===== src/rtl/spart_pkg.sv =====
// Shared types and constants for the SPART sequencing controller:
// FSM states, baud switch encodings and the 16-bit divisor table.
package spart_pkg;

    typedef enum logic [1:0] {
        CFG_LOW  = 2'd0,
        CFG_HIGH = 2'd1,
        RUN      = 2'd2,
        DRAIN    = 2'd3
    } ctrlState_t;

    localparam logic [1:0] BR_CFG_4800  = 2'b00;
    localparam logic [1:0] BR_CFG_9600  = 2'b01;
    localparam logic [1:0] BR_CFG_19200 = 2'b10;
    localparam logic [1:0] BR_CFG_38400 = 2'b11;

    // divisor = 100 MHz / (16 * baud) - 1
    localparam logic [15:0] DIV_4800  = 16'h0515;
    localparam logic [15:0] DIV_9600  = 16'h028A;
    localparam logic [15:0] DIV_19200 = 16'h0145;
    localparam logic [15:0] DIV_38400 = 16'h00A2;

    function automatic logic [15:0] divisorFor(input logic [1:0] cfg);
        case (cfg)
            BR_CFG_4800:  divisorFor = DIV_4800;
            BR_CFG_9600:  divisorFor = DIV_9600;
            BR_CFG_19200: divisorFor = DIV_19200;
            default:      divisorFor = DIV_38400;
        endcase
    endfunction

endpackage


===== src/rtl/echo_fifo.sv =====
// Circular byte FIFO with first-word fall-through output; a push while full
// is only accepted when a pop frees the head slot in the same cycle.
module echo_fifo #(
    parameter int DEPTH = 4
) (
    input  logic                     clk,
    input  logic                     rst,
    input  logic                     push,
    input  logic                     pop,
    input  logic [7:0]               din,
    output logic [7:0]               dout,
    output logic                     full,
    output logic                     empty,
    output logic [$clog2(DEPTH):0]   count
);

    localparam int AW = $clog2(DEPTH);
    localparam logic [AW:0] FULL_COUNT = (AW + 1)'(DEPTH);

    logic [7:0]    r_mem [DEPTH];
    logic [AW-1:0] r_wrPtr;
    logic [AW-1:0] r_rdPtr;
    logic [AW:0]   r_count;
    logic          w_doPush;
    logic          w_doPop;

    assign empty    = (r_count == '0);
    assign full     = (r_count == FULL_COUNT);
    assign w_doPop  = pop && !empty;
    assign w_doPush = push && (!full || w_doPop);
    assign dout     = r_mem[r_rdPtr];
    assign count    = r_count;

    always_ff @(posedge clk) begin
        if (w_doPush) begin
            r_mem[r_wrPtr] <= din;
        end
    end

    // Pointers wrap naturally because DEPTH is a power of two.
    always_ff @(posedge clk or negedge rst) begin
        if (!rst) begin
            r_wrPtr <= '0;
            r_rdPtr <= '0;
            r_count <= '0;
        end else begin
            if (w_doPush) begin
                r_wrPtr <= r_wrPtr + 1'b1;
            end
            if (w_doPop) begin
                r_rdPtr <= r_rdPtr + 1'b1;
            end
            case ({w_doPush, w_doPop})
                2'b10:   r_count <= r_count + 1'b1;
                2'b01:   r_count <= r_count - 1'b1;
                default: r_count <= r_count;
            endcase
        end
    end

endmodule


===== src/rtl/spart_ctrl.sv =====
// SPART sequencer: loads the baud divisor low/high byte from the synced switches,
// then echoes received bytes to the transmitter through a small FIFO.
module spart_ctrl
    import spart_pkg::*;
#(
    parameter int FIFO_DEPTH = 4,
    parameter int TX_HOLDOFF = 2
) (
    input  logic                          clk,
    input  logic                          rst,
    input  logic [1:0]                    br_cfg,
    output logic [7:0]                    baud_data,
    output logic                          baud_sel_low,
    output logic                          baud_sel_high,
    input  logic [7:0]                    rx_data,
    input  logic                          rx_rda,
    output logic                          rx_rd,
    output logic [7:0]                    tx_data,
    output logic                          tx_wrt,
    input  logic                          tx_tbr,
    output logic                          cfg_done,
    output logic                          overflow,
    output logic [$clog2(FIFO_DEPTH):0]   fifo_count
);

    localparam int HW = (TX_HOLDOFF > 0) ? $clog2(TX_HOLDOFF + 1) : 1;
    localparam logic [HW-1:0] HOLDOFF_LOAD = HW'(TX_HOLDOFF);

    logic [1:0]    r_cfgMeta;
    logic [1:0]    r_cfgSync;
    logic [1:0]    r_cfgLatched;
    ctrlState_t    r_state;
    ctrlState_t    w_nextState;
    logic [HW-1:0] r_holdoff;
    logic [7:0]    r_baudData;
    logic [7:0]    r_txData;
    logic          r_selLow;
    logic          r_selHigh;
    logic          r_cfgDone;
    logic          r_rxRd;
    logic          r_txWrt;
    logic          r_overflow;
    logic [7:0]    w_baudDataNext;
    logic          w_selLowNext;
    logic          w_selHighNext;
    logic          w_cfgDoneNext;
    logic          w_rxAccept;
    logic          w_txFire;
    logic          w_holdoffClear;
    logic          w_fifoFull;
    logic          w_fifoEmpty;
    logic [7:0]    w_fifoDout;
    logic [15:0]   w_divisor;

    always_ff @(posedge clk or negedge rst) begin
        if (!rst) begin
            r_cfgMeta <= '0;
            r_cfgSync <= '0;
        end else begin
            r_cfgMeta <= br_cfg;
            r_cfgSync <= r_cfgMeta;
        end
    end

    // The configuration is captured while in CFG_LOW so both bytes match.
    always_ff @(posedge clk or negedge rst) begin
        if (!rst) begin
            r_state      <= CFG_LOW;
            r_cfgLatched <= BR_CFG_4800;
        end else begin
            r_state <= w_nextState;
            if (r_state == CFG_LOW) begin
                r_cfgLatched <= r_cfgSync;
            end
        end
    end

    always_comb begin
        w_nextState = r_state;
        case (r_state)
            CFG_LOW:  w_nextState = CFG_HIGH;
            CFG_HIGH: w_nextState = RUN;
            RUN:      if (r_cfgSync != r_cfgLatched) w_nextState = DRAIN;
            DRAIN:    if (w_holdoffClear && tx_tbr) w_nextState = CFG_LOW;
        endcase
    end

    assign w_holdoffClear = (r_holdoff == '0);
    assign w_rxAccept     = rx_rda && !r_rxRd;
    assign w_txFire       = (r_state == RUN) && !w_fifoEmpty && tx_tbr && w_holdoffClear;
    assign w_divisor      = divisorFor((r_state == CFG_LOW) ? r_cfgSync : r_cfgLatched);

    always_comb begin
        w_baudDataNext = r_baudData;
        w_selLowNext   = 1'b0;
        w_selHighNext  = 1'b0;
        w_cfgDoneNext  = 1'b0;
        case (r_state)
            CFG_LOW: begin
                w_selLowNext   = 1'b1;
                w_baudDataNext = w_divisor[7:0];
            end
            CFG_HIGH: begin
                w_selHighNext  = 1'b1;
                w_baudDataNext = w_divisor[15:8];
            end
            RUN:     w_cfgDoneNext = 1'b1;
            default: w_cfgDoneNext = 1'b0;
        endcase
    end

    // Outputs lag the state by one edge, so every port comes straight from a flop.
    always_ff @(posedge clk or negedge rst) begin
        if (!rst) begin
            r_baudData <= '0;
            r_selLow   <= 1'b0;
            r_selHigh  <= 1'b0;
            r_cfgDone  <= 1'b0;
            r_rxRd     <= 1'b0;
            r_txWrt    <= 1'b0;
            r_txData   <= '0;
            r_overflow <= 1'b0;
            r_holdoff  <= '0;
        end else begin
            r_baudData <= w_baudDataNext;
            r_selLow   <= w_selLowNext;
            r_selHigh  <= w_selHighNext;
            r_cfgDone  <= w_cfgDoneNext;
            r_rxRd     <= w_rxAccept;
            r_txWrt    <= w_txFire;
            if (w_txFire) begin
                r_txData <= w_fifoDout;
            end
            if (w_rxAccept && w_fifoFull && !w_txFire) begin
                r_overflow <= 1'b1;
            end
            if (w_txFire) begin
                r_holdoff <= HOLDOFF_LOAD;
            end else if (!w_holdoffClear) begin
                r_holdoff <= r_holdoff - 1'b1;
            end
        end
    end

    echo_fifo #(
        .DEPTH (FIFO_DEPTH)
    ) u_echoFifo (
        .clk   (clk),
        .rst   (rst),
        .push  (w_rxAccept),
        .pop   (w_txFire),
        .din   (rx_data),
        .dout  (w_fifoDout),
        .full  (w_fifoFull),
        .empty (w_fifoEmpty),
        .count (fifo_count)
    );

    assign baud_data     = r_baudData;
    assign baud_sel_low  = r_selLow;
    assign baud_sel_high = r_selHigh;
    assign rx_rd         = r_rxRd;
    assign tx_data       = r_txData;
    assign tx_wrt        = r_txWrt;
    assign cfg_done      = r_cfgDone;
    assign overflow      = r_overflow;

endmodule


===== config.mk =====
export PLATFORM = sky130hd
export DESIGN_NAME = spart_ctrl
export DESIGN_NICKNAME = d
export VERILOG_FILES = /design/src/rtl/spart_pkg.sv /design/src/rtl/echo_fifo.sv /design/src/rtl/spart_ctrl.sv
export SDC_FILE = /design/constraint.sdc
export NUM_CORES = 1
export LEC_CHECK = 0
export BUFFER_PORTS_ARGS = -buffer_cell sky130_fd_sc_hd__buf_4
export CAP_MARGIN = 15
export CORE_MARGIN = 5
export CORE_UTILIZATION = 50
export DETAILED_ROUTE_END_ITERATION = 6
export PLACE_DENSITY_LB_ADDON = 0.3
export SETUP_SLACK_MARGIN = 0.02
export SKIP_CTS_REPAIR_TIMING = 1
export SYNTH_ARGS = -nofsm -noshare
export SYNTH_HDL_FRONTEND = slang
export SYNTH_HIERARCHICAL = 1
export SYNTH_SLANG_ARGS = --single-unit

===== constraint.sdc =====
create_clock -name clk -period 4.8 [get_ports clk]
set_input_delay 0.48 -clock clk [delete_from_list [all_inputs] [get_ports clk]]
set_output_delay 0.48 -clock clk [all_outputs]
set_load 0.01 [all_outputs]

Word-level counts from Yosys, hierarchy flattened
Memory sizes are Yosys's and may differ from the RTL's. A register that Yosys moved wholly into a read port is not among the register bits.
Cells that the tools add are included.
W data, S select, Z words.
{"block": "totals", "regBits": 31, "out_inout_bits": 25, "mem_count": 1, "input_bits": 14, "ramBits": 32, "elab_cells": 69}
{"name": "u_echoFifo.r_mem", "depth": 4, "word_bits": 8, "read_ports": 1, "rd_clocked_by_memory_dff": 1, "wr": 1, "line": "echo_fifo.sv:20", "source": "logic [7:0] r_mem [DEPTH];"}
{"block": "classes", "n_addsub": 5, "mux": 14, "n_reduce_logical": 22, "n_eq_ne": 12}
{"operator": "$pmux W11 S3", "count": 1}
{"operator": "$pmux W8 S2", "count": 1}
{"operator": "$mux W2", "count": 5}
{"operator": "$logic_and A1 B1 Y1", "count": 9}
{"operator": "$eq A2 B2 Y1 const B", "count": 4}
{"operator": "$pmux W2 S4", "count": 1}
{"operator": "$eq A2 B1 Y1 const B", "count": 3}
{"operator": "$logic_not A2 Y1", "count": 3}
{"operator": "$pmux W3 S2", "count": 1}
{"operator": "$logic_not A1 Y1", "count": 5}
{"operator": "$mux W1", "count": 5}
{"operator": "$add A2 B1 Y2 const B", "count": 2}
{"operator": "$ne A2 B2 Y1 const B", "count": 2}
{"operator": "$reduce_bool A2 Y1", "count": 2}
{"operator": "$add A3 B1 Y3 const B", "count": 1}
{"operator": "$eq A3 B3 Y1 const B", "count": 1}
{"operator": "$logic_not A3 Y1", "count": 1}
{"operator": "$sub A3 B1 Y3 const B", "count": 1}
{"operator": "$ne A2 B1 Y1 const B", "count": 1}
{"operator": "$ne A2 B2 Y1", "count": 1}
{"operator": "$reduce_and A2 Y1", "count": 1}
{"operator": "$sub A2 B1 Y2 const B", "count": 1}
{"operator": "$logic_or A1 B1 Y1", "count": 1}

Logic depth before layout (Yosys ltp)
Gate-level depths: netlist (run 1).
{"block": "logic_depth", "word_depth": 10, "depth_mapped": 11, "depth_no_buf": 10}

Cells and area by module
Netlist (run 1), hierarchy kept.
{"module": "echo_fifo", "instances": 1, "cells_per_inst": 90, "seq_area_each_um2": 1136.1, "area_per_inst_um2": 1682.9}
{"module": "spart_ctrl", "instances": 1, "cells_per_inst": 94, "seq_area_each_um2": 800.8, "area_per_inst_um2": 1248.7}

Worst setup path before layout (run 1)
Ideal clock, no wire load.
{"block": "synth_timing", "path_type": "register -> register", "startpoint": "register u_echoFifo.r_count[0], in the netlist u_echoFifo/count[0]", "endpoint": "register u_echoFifo.r_count[1], in the netlist u_echoFifo/count[1]", "t_arrival_ns": 2.642, "setup_time_ns": 0.087, "period_less_slack_ns": 2.729, "slack_ns": 2.071, "stages_incl_launch_ff": 11, "n_path_buf": 1, "required_ns": 4.713, "path_cell_list": "dfrtp_1 -> nor3_1 -> nand4b_2 -> inv_1 -> buf_2 -> o31a_1 -> or2b_1 -> fa_1 -> o21ba_2 -> o211ai_1 -> a22oi_1"}
{"block": "synth_via", "elab_chain_cells": 10}
{"item": "from (decl)", "line": "echo_fifo.sv:23", "source": "logic [AW:0] r_count;"}
{"item": "from (signal assigned)", "line": "echo_fifo.sv:54", "source": "2'b10: r_count <= r_count + 1'b1;"}
{"item": "from (signal assigned)", "line": "echo_fifo.sv:55", "source": "2'b01: r_count <= r_count - 1'b1;"}
{"item": "from (signal assigned)", "line": "echo_fifo.sv:56", "source": "default: r_count <= r_count;"}
{"item": "$logic_not A3 Y1 *", "line": "echo_fifo.sv:27", "source": "assign empty = (r_count == '0);"}
{"item": "via w_fifoEmpty", "line": "spart_ctrl.sv:51", "source": "logic w_fifoEmpty;"}
{"item": "$logic_not A1 Y1 *", "line": "spart_ctrl.sv:90", "source": "assign w_txFire = (r_state == RUN) && !w_fifoEmpty && tx_tbr && w_holdoffClear;"}
{"item": "$logic_and A1 B1 Y1 * (3 in series)", "line": "spart_ctrl.sv:90"}
{"item": "via w_txFire", "line": "spart_ctrl.sv:48", "source": "logic w_txFire;"}
{"item": "$logic_and A1 B1 Y1 *", "line": "echo_fifo.sv:29", "source": "assign w_doPop = pop && !empty;"}
{"item": "$logic_or A1 B1 Y1", "line": "echo_fifo.sv:30", "source": "assign w_doPush = push && (!full || w_doPop);"}
{"item": "$logic_and A1 B1 Y1", "line": "echo_fifo.sv:30"}
{"item": "$eq A2 B1 Y1 / $eq A2 B2 Y1 (equally long branches)", "line": "echo_fifo.sv:53", "source": "case ({w_doPush, w_doPop})"}
{"item": "$pmux W3 S2 / $reduce_bool A2 Y1 (equally long branches)"}
The timed path passes the listed nets; every way through them passes the cells marked *.
A chain may end at the register's enable or synchronous reset.

Worst setup path after layout (run 1)
{"block": "layout_timing", "startpoint": "register u_echoFifo.r_count[2], in the netlist u_echoFifo/count[2]", "endpoint": "register u_echoFifo.r_count[1], in the netlist u_echoFifo/count[1]"}
The elaborated chain is that of the path after synthesis.

==> flow_metrics.py, run 1 <==
metrics = {
    "floorplanning": {
        "initial_core_util_pct": 52.3,
        "die_y_um": 86.6,
        "die_w_um": 86.6,
        "row_count": 27,
        "coreArea_um2": 5610,
        "ioPinCount": 39,
        "dieArea_um2": 7490,
    },
    "layout": {
        "finalInstanceArea_um2": 3440,
        "layout.nets": 250,
        "syn_to_final_growth_pct": 17.4,
        "seq_area_um2": 1940,
        "layout-drive-gt1-share_pct": 35.1,
        "final.fill_count": 451,
        "antenna_cells": 0,
        "multi_input_area_um2": 913,
    },
    "cts": {
        "htree_levels": 3,
        "cts_buffer_depth": 2,
        "cts_buffers": 9,
        "clkTransAtPathRegs_ns": 0.07,
        "clkSinkCount": 71,
        "cts-root-buf": "clkbuf_8",
        "insertion_delay_ns": 0.34,
        "cts_tree": "built",
    },
    "logic_synthesis": {
        "yosysMostFrequentCell": "dfrtp_1",
        "synthArstFlopShare_pct": 54.9,
        "netlist_top_cells_count": "dfrtp_1 (39), edfxtp_1 (32), mux2_2 (12), inv_1 (11), ha_1 (9)",
        "yosysWarningCount": 6,
        "synth_edf_count": 32,
        "synthesis.area_um2": 2930,
        "synth_seq_cells": 71,
        "synthFlopType": "dfrtp_1",
        "synth_cell_types": 41,
        "syn_inst": 184,
        "synth_seq_area_share_pct": 66.1,
        "synth_area_per_cell_um2": 15.9,
        "yosysTopAreaCell": "dfrtp_1",
        "synth_nets": 208,
        "synth_top_area_share_pct": 33.3,
        "netlist_top_cells_area": "dfrtp_1 (33%), edfxtp_1 (33%), mux4_2 (6.1%), mux2_2 (4.6%), ha_1 (3.8%)",
    },
    "worst_setup_path": {
        "critical_path.top_delay_family": "simple AND/OR/NAND/NOR gates",
        "critPathMaxStageDelay_ns": 0.51,
        "worstPathMaxFanout": 10,
        "critPathSlowestCell": "dfrtp_1",
        "critPathBufInv": 1,
        "worstPathRequired_ns": 5.05,
        "worstSetupEndpointType": "flop",
        "crit_arrival_ns": 3.39,
        "timing.rr.start": "u_echoFifo/count[2]",
        "critical_path.cell_chain": "nor3_1 -> nand4b_2 -> inv_1 -> o31a_1 -> or2b_1 -> fa_1 -> o21ba_2 -> o211ai_1 -> a22oi_1",
        "crit_start": "u_echoFifo/count[2]",
        "criticalPathCategory": "reg -> reg",
        "critPathLaunchType": "flop",
    },
    "sta": {
        "finalClockSkew_ns": 0.0107,
        "slew_viol_final": 0,
        "hold_viol": 0,
        "tns_ns": 0,
        "tightest_slew_ns": 0.709,
        "maxSlewHeadroom_pct": 52.6,
        "fmax_ghz": 0.319,
        "grt_setup_unrepaired": "no",
        "finalCritPeriodShare_pct": 65.3,
        "min_period_ns": 3.14,
        "setup_violations": 0,
    },
    "power_and_ir_drop": {
        "p_total_mw": 2.08,
        "power.density_nw_per_um2": 606,
        "irDropWorstVdd_v": 0.000321,
        "leakage_nw": 1.45,
    },
    "placed_design": {
        "dpl_cell_area_um2": 3270,
        "dp_hpwl_mm": 3.28,
        "portBuffers": 38,
        "gp_congestion": 0.667,
    },
    "routing": {
        "antenna_left": 0,
        "drt-initial-drc-count": 64,
        "via_per_inst": 5.10,
        "wl_mm": 4.81,
        "drc_errors": 0,
        "num_vias": 1545,
        "drtPass1Iterations": 4,
        "wl_per_cell_um": 15.9,
    },
    "hold_path": {
        "hold_class": "in -> async",
    },
    "global_route": {
        "grt_antenna_before_repair": 0,
        "grt_pass1_vias": 1626,
        "grtUsageTotal_pct": 14.7,
        "grt_pass1_wl_mm": 8.09,
        "overflow": 0,
        "grt_max_degree": 40,
    },
    "run_status": {
        "status": "completed",
    },
    "job": {
        "drv_cap": 0,
    },
}
[sequential cells by signal (all words and copies together) (netlist names)]
| signal | count |
|---|---|
| baud_data | 8 |
| u_echoFifo/count | 3 |
| r_state | 2 |
| u_echoFifo/r_rdPtr | 2 |
| baud_sel_low | 1 |
| tx_wrt | 1 |
| overflow | 1 |
| r_cfgSync | 2 |
| r_holdoff | 2 |
| r_cfgLatched | 2 |
| rx_rd | 1 |
| cfg_done | 1 |
| baud_sel_high | 1 |
| u_echoFifo/r_mem | 32 |
| tx_data | 8 |
| r_cfgMeta | 2 |
| u_echoFifo/r_wrPtr | 2 |
[cells in the final DEF (no fill, tap or decap), types with 5 or more instances in the layout]
| master | instances |
|---|---|
| a21oi_1 | 5 |
| mux2_2 | 12 |
| o21ai_0 | 5 |
| and2_1 | 5 |
| buf_4 | 38 |
| inv_1 | 11 |
| mux4_2 | 8 |
| nand2_1 | 8 |
| dfrtp_1 | 39 |
| clkbuf_8 | 10 |
| edfxtp_1 | 32 |
| ha_1 | 9 |
[per-stage QoR]
stage,utilization [%],instances,setup WS [ns],hold WS (ns)
5_1_grt,61.4,303,1.41,0.131
3_3_place_gp,58.3,287,1.79,0.334
3_5_place_dp,58.3,287,1.67,0.335
6_report,61.4,303,1.66,0.107
4_1_cts,61.4,303,1.64,0.111
2_1_floorplan,-,184,2.07,0.184
[worst register-to-register path: cells and delay by family (launching register included)]
family,cells,cell delay (ns)
flops,1,0.51
fa+ha+maj,1,0.44
compound gates,4,0.83
buf+inv,1,0.40
simple gates,3,0.87
[where the power goes]
part,switching [mW],leakage (nW),internal (mW)
Clock,0.213,0.0857,0.202
Sequential,0.151,0.769,0.817
Combinational,0.316,0.594,0.386
[routing by layer]
metal  share of wire, %  GRT usage (%)  routed length (um)
met1                 43           17.3                2080
met5                  0              0                   0
met2                 50           24.1                2400
met4                1.0           4.67                  48
met3                5.7           6.46                 274
[cell type report]
class / count / share of cell area, %
flip-flops and latches: 71 / 56.3
multi-input cells: 95 / 26.5
repair buffers: 38 / 8.29
clock buffers: 11 / 4.11
well taps: 72 / 2.62
inverters: 11 / 1.20
clock inverters: 5 / 0.981
[worst paths after layout]
check                           cells past startpoint  slack, ns                   to
worst min-delay path                                1       0.11         baud_data[6]
min in group clk                                    1       0.25         r_cfgMeta[0]
worst min register to register                      0       0.34         r_cfgSync[0]
worst max register to register                      9       1.66  u_echoFifo/count[1]
max in group asynchronous                           1       4.36  u_echoFifo/count[0]
worst max-delay path                                9       1.66  u_echoFifo/count[1]
[cells by family after synthesis]
| family | Yosys count | share of synthesized area, % |
|---|---|---|
| and+or+nand+nor | 32 | 6.87 |
| DFF | 71 | 66.1 |
| adders and majority gates | 10 | 4.52 |
| muxes | 24 | 12.2 |
| AOI/OAI and AO/OA | 21 | 5.21 |
| buffers and inverters | 18 | 2.77 |
| xor gates and xnor gates | 8 | 2.39 |
(Power assumes the default switching activity.)
==> inputs of run 2 (changes only) <==
==> constraint.sdc (replaced) <==
create_clock -name clk -period 2.8 [get_ports clk]
set_input_delay 0.28 -clock clk [delete_from_list [all_inputs] [get_ports clk]]
set_output_delay 0.28 -clock clk [all_outputs]
set_load 0.01 [all_outputs]
==> run 2 against run 1 <==
  * First-iteration DRC count fell by 22%
  * Wire length rose by 3.1%
  * Core utilization rose by 0.98 points
  * Worst hold slack got worse by 0.065 ns
  * Cell count rose by 2.0%
  * Critical path type unchanged
==> flow_metrics.py, run 2 (synthesized netlist as in run 1, its figures left out) <==
metrics = {
    "hold_path": {
        "hold_class": "in -> reg",
    },
    "worst_setup_path": {
        "crit_start": "r_state[0]",
        "path_common_cell": "inv_1",
        "r2r_setup_slack_ns": 0.24,
        "criticalPathCategory": "reg -> reg",
        "worstPathRequired_ns": 3.05,
        "reg2reg_to": "u_echoFifo/count[1]",
        "crit_arrival_ns": 2.80,
        "timing.rr.start": "r_state[0]",
        "worstPathMaxFanout": 5,
        "critical_path.cell_chain": "inv_1 -> ha_1 -> nand4b_2 -> inv_1 -> o31a_1 -> or2b_1 -> fa_1 -> o21ba_2 -> o211ai_1 -> a22oi_1",
        "critPathLaunchType": "flop",
        "worstSetupEndpointType": "flop",
        "reg2regPathDepth": 10,
        "critPathSlowestCell": "fa_1",
        "critPathCapture": "u_echoFifo/count[1]",
        "critPathMaxStageDelay_ns": 0.44,
    },
    "global_route": {
        "grt_pass1_vias": 1664,
        "grt_pass1_wl_mm": 8.25,
        "grt_max_degree": 40,
        "grtUsageTotal_pct": 14.9,
        "overflow": 0,
        "grt_antenna_before_repair": 0,
    },
    "layout": {
        "antenna_cells": 0,
        "layout.nets": 256,
        "most-common-layout-cells": "buf_4 (43), dfrtp_1 (39), edfxtp_1 (32)",
        "syn_to_final_growth_pct": 19.3,
        "regMostFlops": "u_echoFifo/r_mem",
        "largest_reg_flops": 32,
        "layout-drive-gt1-share_pct": 36.7,
        "finalInstanceArea_um2": 3500,
        "final_util_pct": 62.4,
        "final_common_cell": "buf_4",
    },
    "cts": {
        "cts_buffer_depth": 2,
        "htree_levels": 3,
        "cts-root-buf": "clkbuf_8",
        "cts_tree": "built",
        "insertion_delay_ns": 0.34,
        "cts_buffers": 9,
        "clkSinkCount": 71,
        "clkTransAtPathRegs_ns": 0.08,
    },
    "floorplanning": {
        "ioPinCount": 39,
        "initial_core_util_pct": 52.3,
        "coreArea_um2": 5610,
        "row_count": 27,
        "die_w_um": 86.6,
        "die_y_um": 86.6,
        "dieArea_um2": 7490,
    },
    "sta": {
        "hold_viol": 0,
        "setup_violations": 0,
        "tns_ns": 0,
        "tightest_slew_ns": 0.609,
        "finalClockSkew_ns": 0.00688,
        "slew_viol_final": 0,
        "grt_setup_unrepaired": "no",
        "maxSlewHeadroom_pct": 59.4,
        "worst_hold_slack_ns": 0.0421,
        "min_period_ns": 2.56,
        "fmax_ghz": 0.391,
        "finalCritPeriodShare_pct": 91.3,
    },
    "routing": {
        "num_vias": 1605,
        "via_per_inst": 5.19,
        "wl_mm": 4.96,
        "antenna_left": 0,
        "drc_errors": 0,
        "wl_per_cell_um": 16.0,
        "drtPass1Iterations": 4,
        "drt-initial-drc-count": 50,
    },
    "power_and_ir_drop": {
        "irDropWorstVdd_v": 0.000461,
        "power.density_nw_per_um2": 1040,
        "leakage_nw": 1.48,
        "p_total_mw": 3.63,
    },
    "placed_design": {
        "dpl_cell_area_um2": 3300,
        "gp_congestion": 0.679,
        "portBuffers": 38,
        "dp_hpwl_mm": 3.34,
    },
    "job": {
        "drv_cap": 0,
    },
    "run_status": {
        "status": "completed",
    },
}
-- run 2: cell types whose count changed in the layout (fill, tap and decap cells not counted) --
cell           change
buf_4              +5
clkbuf_1           -1
clkinv_2           -1
clkinv_4           +1
clkinvlp_4         +1
dlygate4sd3_1      +1
-- run 2: per-stage QoR --
stage | cells | setup slack [ns]
floorplan | 184 | 0.0705
global placement | 292 | 0.406
detailed placement | 292 | 0.272
CTS | 308 | 0.257
global route | 309 | 0.0904
finish | 309 | 0.245
-- run 2: worst min path at each step --
stage	startpoint	to	slack [ns]	cells past startpoint
after global routing	br_cfg[0]	r_cfgMeta[0]	0.02	1
after CTS	rst	baud_data[6]	-0.09	1
after global placement	rst	baud_data[6]	0.28	1
final	br_cfg[0]	r_cfgMeta[0]	0.04	1
after detailed placement	rst	baud_data[6]	0.28	1
after floorplan	rst	baud_data[0]	-0.02	0
-- run 2: critical path, delay by kind of cell, from the launching register on --
kind | cells | cell delay, ns
buf+inv | 2 | 0.20
compound gates | 4 | 0.75
flops | 1 | 0.42
fa+ha+maj | 2 | 0.69
simple gates | 2 | 0.41
-- run 2: final cells by class --
type	instances	area, um^2
clock buffer	10	138
clock inverter	6	45.0
fill	427	2110
inverter	11	41.3
multi-input combinational	95	913
sequential	71	1940
tap	72	90.1
timing repair buffer	44	333
-- run 2: layer usage --
| layer | global-route usage [%] | wire length [um] |
|---|---|---|
| met1 | 18.6 | 2130 |
| met2 | 23.2 | 2480 |
| met3 | 5.13 | 283 |
| met4 | 7.22 | 66 |
| met5 | 0 | 0 |
-- run 2: power by group --
group	switching [mW]	total, mW	internal, mW	leakage (nW)
registers	0.244	1.64	1.40	0.769
logic	0.569	1.26	0.687	0.623
clock network	0.383	0.731	0.348	0.0849
total	1.20	3.63	2.44	1.48
